### src/rtl/fifo16_pkg.sv
// Shared constants and types for the 16-entry single-clock FIFO.
package fifo16_pkg;

    localparam int DATA_W = 16;
    localparam int ADDR_W = 4;
    localparam int DEPTH  = 2 ** ADDR_W;
    localparam int PTR_W  = ADDR_W + 1;

    typedef logic [DATA_W-1:0] data_t;
    typedef logic [PTR_W-1:0]  ptr_t;

endpackage

### src/rtl/fifo16_ram.sv
// 16x16 storage with one synchronous write port and one registered read port.
module fifo16_ram
    import fifo16_pkg::*;
(
    input  logic              clk,
    input  logic              rst_n,
    input  logic              we,
    input  logic [ADDR_W-1:0] waddr,
    input  data_t             wdata,
    input  logic              re,
    input  logic [ADDR_W-1:0] raddr,
    output data_t             rdata
);

    data_t mem [DEPTH];

    always_ff @(posedge clk) begin
        if (we) begin
            mem[waddr] <= wdata;
        end
    end

    // Only the output register is cleared; the array keeps its contents.
    always_ff @(posedge clk or negedge rst_n) begin
        if (!rst_n) begin
            rdata <= '0;
        end else if (re) begin
            rdata <= mem[raddr];
        end
    end

endmodule

### src/rtl/fifo16_sync_buffer.sv
// Single-clock 16-deep circular FIFO with extended pointers exposed for debug.
// Optional sticky overflow/underflow outputs are built when FIFO16_ERR_FLAGS_EN is defined.
module fifo16_sync_buffer
    import fifo16_pkg::*;
(
    input  logic              wr_clk,
    input  logic              reset,
    input  logic              wr_en,
    input  logic              rd_en,
    input  logic [DATA_W-1:0] data_in,
    output logic [DATA_W-1:0] data_out,
    output logic              empty,
    output logic              full,
    output logic [PTR_W-1:0]  wr_ptr,
    output logic [PTR_W-1:0]  rd_ptr
`ifdef FIFO16_ERR_FLAGS_EN
    ,
    output logic              overflow,
    output logic              underflow
`endif
);

    ptr_t wr_ptr_q;
    ptr_t rd_ptr_q;
    logic wr_acc;
    logic rd_acc;

    // Same index with opposite wrap bits means the writer is a full lap ahead.
    assign empty  = (wr_ptr_q == rd_ptr_q);
    assign full   = (wr_ptr_q[ADDR_W] != rd_ptr_q[ADDR_W]) &&
                    (wr_ptr_q[ADDR_W-1:0] == rd_ptr_q[ADDR_W-1:0]);
    assign wr_acc = wr_en && !full;
    assign rd_acc = rd_en && !empty;
    assign wr_ptr = wr_ptr_q;
    assign rd_ptr = rd_ptr_q;

    always_ff @(posedge wr_clk or negedge reset) begin
        if (!reset) begin
            wr_ptr_q <= '0;
            rd_ptr_q <= '0;
        end else begin
            if (wr_acc) begin
                wr_ptr_q <= wr_ptr_q + 1'b1;
            end
            if (rd_acc) begin
                rd_ptr_q <= rd_ptr_q + 1'b1;
            end
        end
    end

    fifo16_ram u_ram (
        .clk   (wr_clk),
        .rst_n (reset),
        .we    (wr_acc),
        .waddr (wr_ptr_q[ADDR_W-1:0]),
        .wdata (data_in),
        .re    (rd_acc),
        .raddr (rd_ptr_q[ADDR_W-1:0]),
        .rdata (data_out)
    );

`ifdef FIFO16_ERR_FLAGS_EN
    always_ff @(posedge wr_clk or negedge reset) begin
        if (!reset) begin
            overflow  <= 1'b0;
            underflow <= 1'b0;
        end else begin
            if (wr_en && full) begin
                overflow <= 1'b1;
            end
            if (rd_en && empty) begin
                underflow <= 1'b1;
            end
        end
    end
`endif

endmodule

### config.mk
export PLATFORM = sky130hd
export DESIGN_NAME = fifo16_sync_buffer
export DESIGN_NICKNAME = d
export VERILOG_FILES = /design/src/rtl/fifo16_pkg.sv /design/src/rtl/fifo16_ram.sv /design/src/rtl/fifo16_sync_buffer.sv
export SDC_FILE = /design/constraint.sdc
export NUM_CORES = 1
export LEC_CHECK = 0
export ABC_CLOCK_PERIOD_IN_PS = 3300
export BUFFER_PORTS_ARGS = -buffer_cell sky130_fd_sc_hd__buf_4
export CAP_MARGIN = 10
export CELL_PAD_IN_SITES_DETAIL_PLACEMENT = 1
export CELL_PAD_IN_SITES_GLOBAL_PLACEMENT = 2
export CORE_UTILIZATION = 40
export CTS_CLUSTER_DIAMETER = 50
export CTS_CLUSTER_SIZE = 24
export DETAILED_ROUTE_END_ITERATION = 16
export GPL_TIMING_DRIVEN = 0
export PLACE_DENSITY = 0.79
export SETUP_SLACK_MARGIN = 0.4
export SYNTH_ARGS = -nofsm -noshare
export SYNTH_HDL_FRONTEND = slang
export SYNTH_SLANG_ARGS = --single-unit
export TNS_END_PERCENT = 50
### constraint.sdc
create_clock -name wr_clk -period 3.3 [get_ports wr_clk]
set_clock_uncertainty 0.1 [all_clocks]
set_input_delay 0.495 -clock wr_clk [delete_from_list [all_inputs] [get_ports wr_clk]]
set_output_delay 0.495 -clock wr_clk [all_outputs]
set_load 0.02 [all_outputs]
==> flow_metrics.py <==
metrics = {
    "status": {
        "outcome": "completed",
    },
    "setup_path": {
        "reg2reg_slack_ns": 0.40,
        "crit_path_start_kind": "register",
        "crit_arrival_ns": 2.95,
        "critical_path.max_fanout": 16,
        "critPathCaptureType": "register",
        "worstPathRequired_ns": 3.34,
        "path_class": "reg -> reg",
    },
    "pwr": {
        "p_leak_nw": 4.23,
        "peakVddDrop_mv": 0.530,
        "swShare": 0.316,
        "pwr-share-clk": 0.275,
        "p_int_mw": 7.79,
        "combPwrFrac": 0.320,
        "p_sw_mw": 3.59,
        "seq_power_share": 0.406,
        "pwr_density_cell_nw_per_um2": 900,
    },
    "place": {
        "hpwlAfterDp_mm": 15.5,
        "dp.cells": 889,
        "gp_congestion": 0.763,
        "place_area_um2": 11700,
        "port-buffer-count": 47,
    },
    "cells_and_area": {
        "fin_util": 0.471,
        "nFillCells": 2463,
        "multiInputGateArea_um2": 2400,
        "areaGrowthSynthToFinish_pct": 16.1,
        "drive_gt1_frac": 0.337,
        "final_common_cell": "edfxtp_1",
        "final_cells": 937,
        "final_cell_mix": "edfxtp_1 (256), mux4_2 (64), buf_4 (47)",
        "register_area_um2": 8340,
        "antenna_cells": 0,
        "fin_nets": 602,
        "final_area_um2": 12700,
    },
    "sta": {
        "worst_slew_pin_slew_ns": 1.15,
        "min_period_ns": 2.90,
        "holdWs_ns": 0.157,
        "final_max_slew_viol_count": 0,
        "rsz0062_at_grt": "true",
        "max-slew-margin-rel": 0.230,
        "setup_viol": 0,
        "fmax_ghz": 0.344,
        "hold_viol_final": 0,
        "fin_crit_sh": 0.880,
    },
    "route": {
        "vias": 5223,
        "wl_mm": 25.0,
        "firstDrtPassIters": 5,
        "routed_via_density": 5.57,
        "remaining_drc_errors": 0,
        "ant_nets": 0,
        "drt_iter0_markers": 419,
        "wl_per_cell_um": 26.7,
    },
    "floorplan": {
        "start_util": 0.406,
        "dieHeight_um": 167,
        "rows": 60,
        "core_area_um2": 26900,
        "io_pins": 48,
        "die-area_um2": 27900,
        "fp.dieW_um": 167,
    },
    "cts": {
        "cts.clk_slew.worst_paths_ns": 0.06,
        "insertion_delay_ns": 0.53,
        "postCtsSetupBuffers": 0,
        "clkSinkCount": 282,
        "cts-root-buf": "clkbuf_16",
        "cts_buffer_depth": 3,
        "cts_tree": "yes",
        "cts_buffers": 26,
        "ctsHtreeMaxLevel": 1,
    },
    "grt": {
        "grt_pass1_wl_mm": 37.4,
        "grt_usage": 0.185,
        "overflow": 0,
        "grt_pass1_vias": 5770,
        "grt_max_degree": 27,
        "antenna_found_initial": 0,
    },
    "yosys": {
        "synth_cell_types": 27,
        "synth-compound-area-share": 0.0285,
        "synthXorXnorAreaFrac": 0.0112,
        "synth.cell_area_um2": 10900,
        "yosys.area_share.simple": 0.0217,
        "synth_cells": 498,
        "synth-adder-area-share": 0.00574,
        "synthMuxAreaShare": 0.151,
        "avgSynthCellArea_um2": 21.9,
        "syn_nets": 523,
        "yosys_warnings": 0,
        "synth-seq-cells": 282,
        "ys_seq_area_frac": 0.765,
        "synth_top_family_by_area": "multiplexers",
    },
    "min_path": {
        "hold_class": "in -> reg",
    },
    "run": {
        "max_cap_viol_count": 0,
    },
}
-- synth_stat cells, drive strengths merged --
cell / count / share of area
nand4: 1 / 0.0011
ha: 5 / 0.0057
edfxtp: 256 / 0.71
nor3: 1 / 0.00046
xnor2: 13 / 0.010
and2: 2 / 0.0011
inv: 3 / 0.0010
mux2: 18 / 0.019
and3: 15 / 0.0086
mux4: 64 / 0.13
buf: 15 / 0.012
clkbuf: 12 / 0.0041
dfrtp: 26 / 0.060
o211ai: 5 / 0.0034
o21ai: 1 / 0.0015
xor2: 1 / 0.00080
o2111ai: 1 / 0.00080
nand2: 16 / 0.0055
o21a: 1 / 0.00069
nor2b: 6 / 0.0034
nor2: 4 / 0.0014
a22oi: 32 / 0.022
-- sequential cells by signal (all words and copies together), names as in the netlist --
register / cells
rd_ptr: 5
u_ram.rdata: 16
u_ram.mem: 256
wr_ptr: 5
-- layer usage --
metal	vias to the layer above	track usage	part of all wire
met3	42	0.0273	0.043
met5	-	0	0
met2	152	0.326	0.52
met1	2804	0.237	0.41
li1	2225	-	-
met4	0	0.0564	0.028
-- cells by family (layout without fill, tap and decap cells) --
group / after synthesis / in the layout
fa+ha+maj: 5 / 5
simple gates: 45 / 45
flops: 282 / 282
buf+inv: 30 / 128
xor+xnor: 14 / 14
mux: 82 / 82
compound gates: 40 / 40
-- path summary, 6_finish.rpt --
| kind | startpoint | to | cells past startpoint |
|---|---|---|---|
| worst max-delay path | wr_ptr[2] | u_ram.mem[0][5] | 6 |
| worst min-delay path | data_in[1] | u_ram.mem[14][1] | 1 |
| worst max register to register | wr_ptr[2] | u_ram.mem[0][5] | 6 |
| worst min register to register | u_ram.rdata[13] | u_ram.rdata[13] | 1 |
| max in group asynchronous | reset | u_ram.rdata[4] | 2 |
| min in group asynchronous | reset | u_ram.rdata[12] | 2 |
-- what timing repair did --
action                                  in CTS  in global routing
hold endpoints to repair                    26                  0
endpoints found under the setup margin     144                 89
hold buffers                                 1                  0
gates resized for setup                      5                  3
-- stage by stage --
| step | power [mW] | setup WS [ns] | TNS [ns] |
|---|---|---|---|
| after floorplan | 7.08 | 0.436 | 0 |
| after global placement | 8.19 | -0.762 | -12.23 |
| after detailed placement | 8.38 | 0.300 | 0 |
| after CTS | 11.5 | 0.364 | 0 |
| after global routing | 11.9 | 0.236 | 0 |
| final | 11.4 | 0.396 | 0 |
-- power by group through the flow --
stage / clock network, mW / logic [mW] / registers, mW
2_1_floorplan: 0 / 2.25 / 4.83
3_3_place_gp: 0 / 3.53 / 4.66
3_5_place_dp: 0 / 3.68 / 4.70
4_1_cts: 3.17 / 3.71 / 4.63
5_1_grt: 3.29 / 3.90 / 4.67
6_report: 3.13 / 3.64 / 4.62
-- cell type report --
type,count,share of cell area
inverters,3,0.000890
clock inverters,17,0.0160
multi-input cells,186,0.189
repair buffers,51,0.0319
clock buffers,30,0.0551
plain buffers,27,0.0138
well taps,341,0.0337
flip-flops and latches,282,0.659
-- critical path: stages (launching register included) --
cell	delay (ns)
dfrtp_1	0.34
clkbuf_1	0.31
xnor2_1	0.13
nand4_2	0.26
o21a_1	0.24
buf_2	0.23
and3_1	0.90
Note: power is estimated with default switching activity, not from simulation.
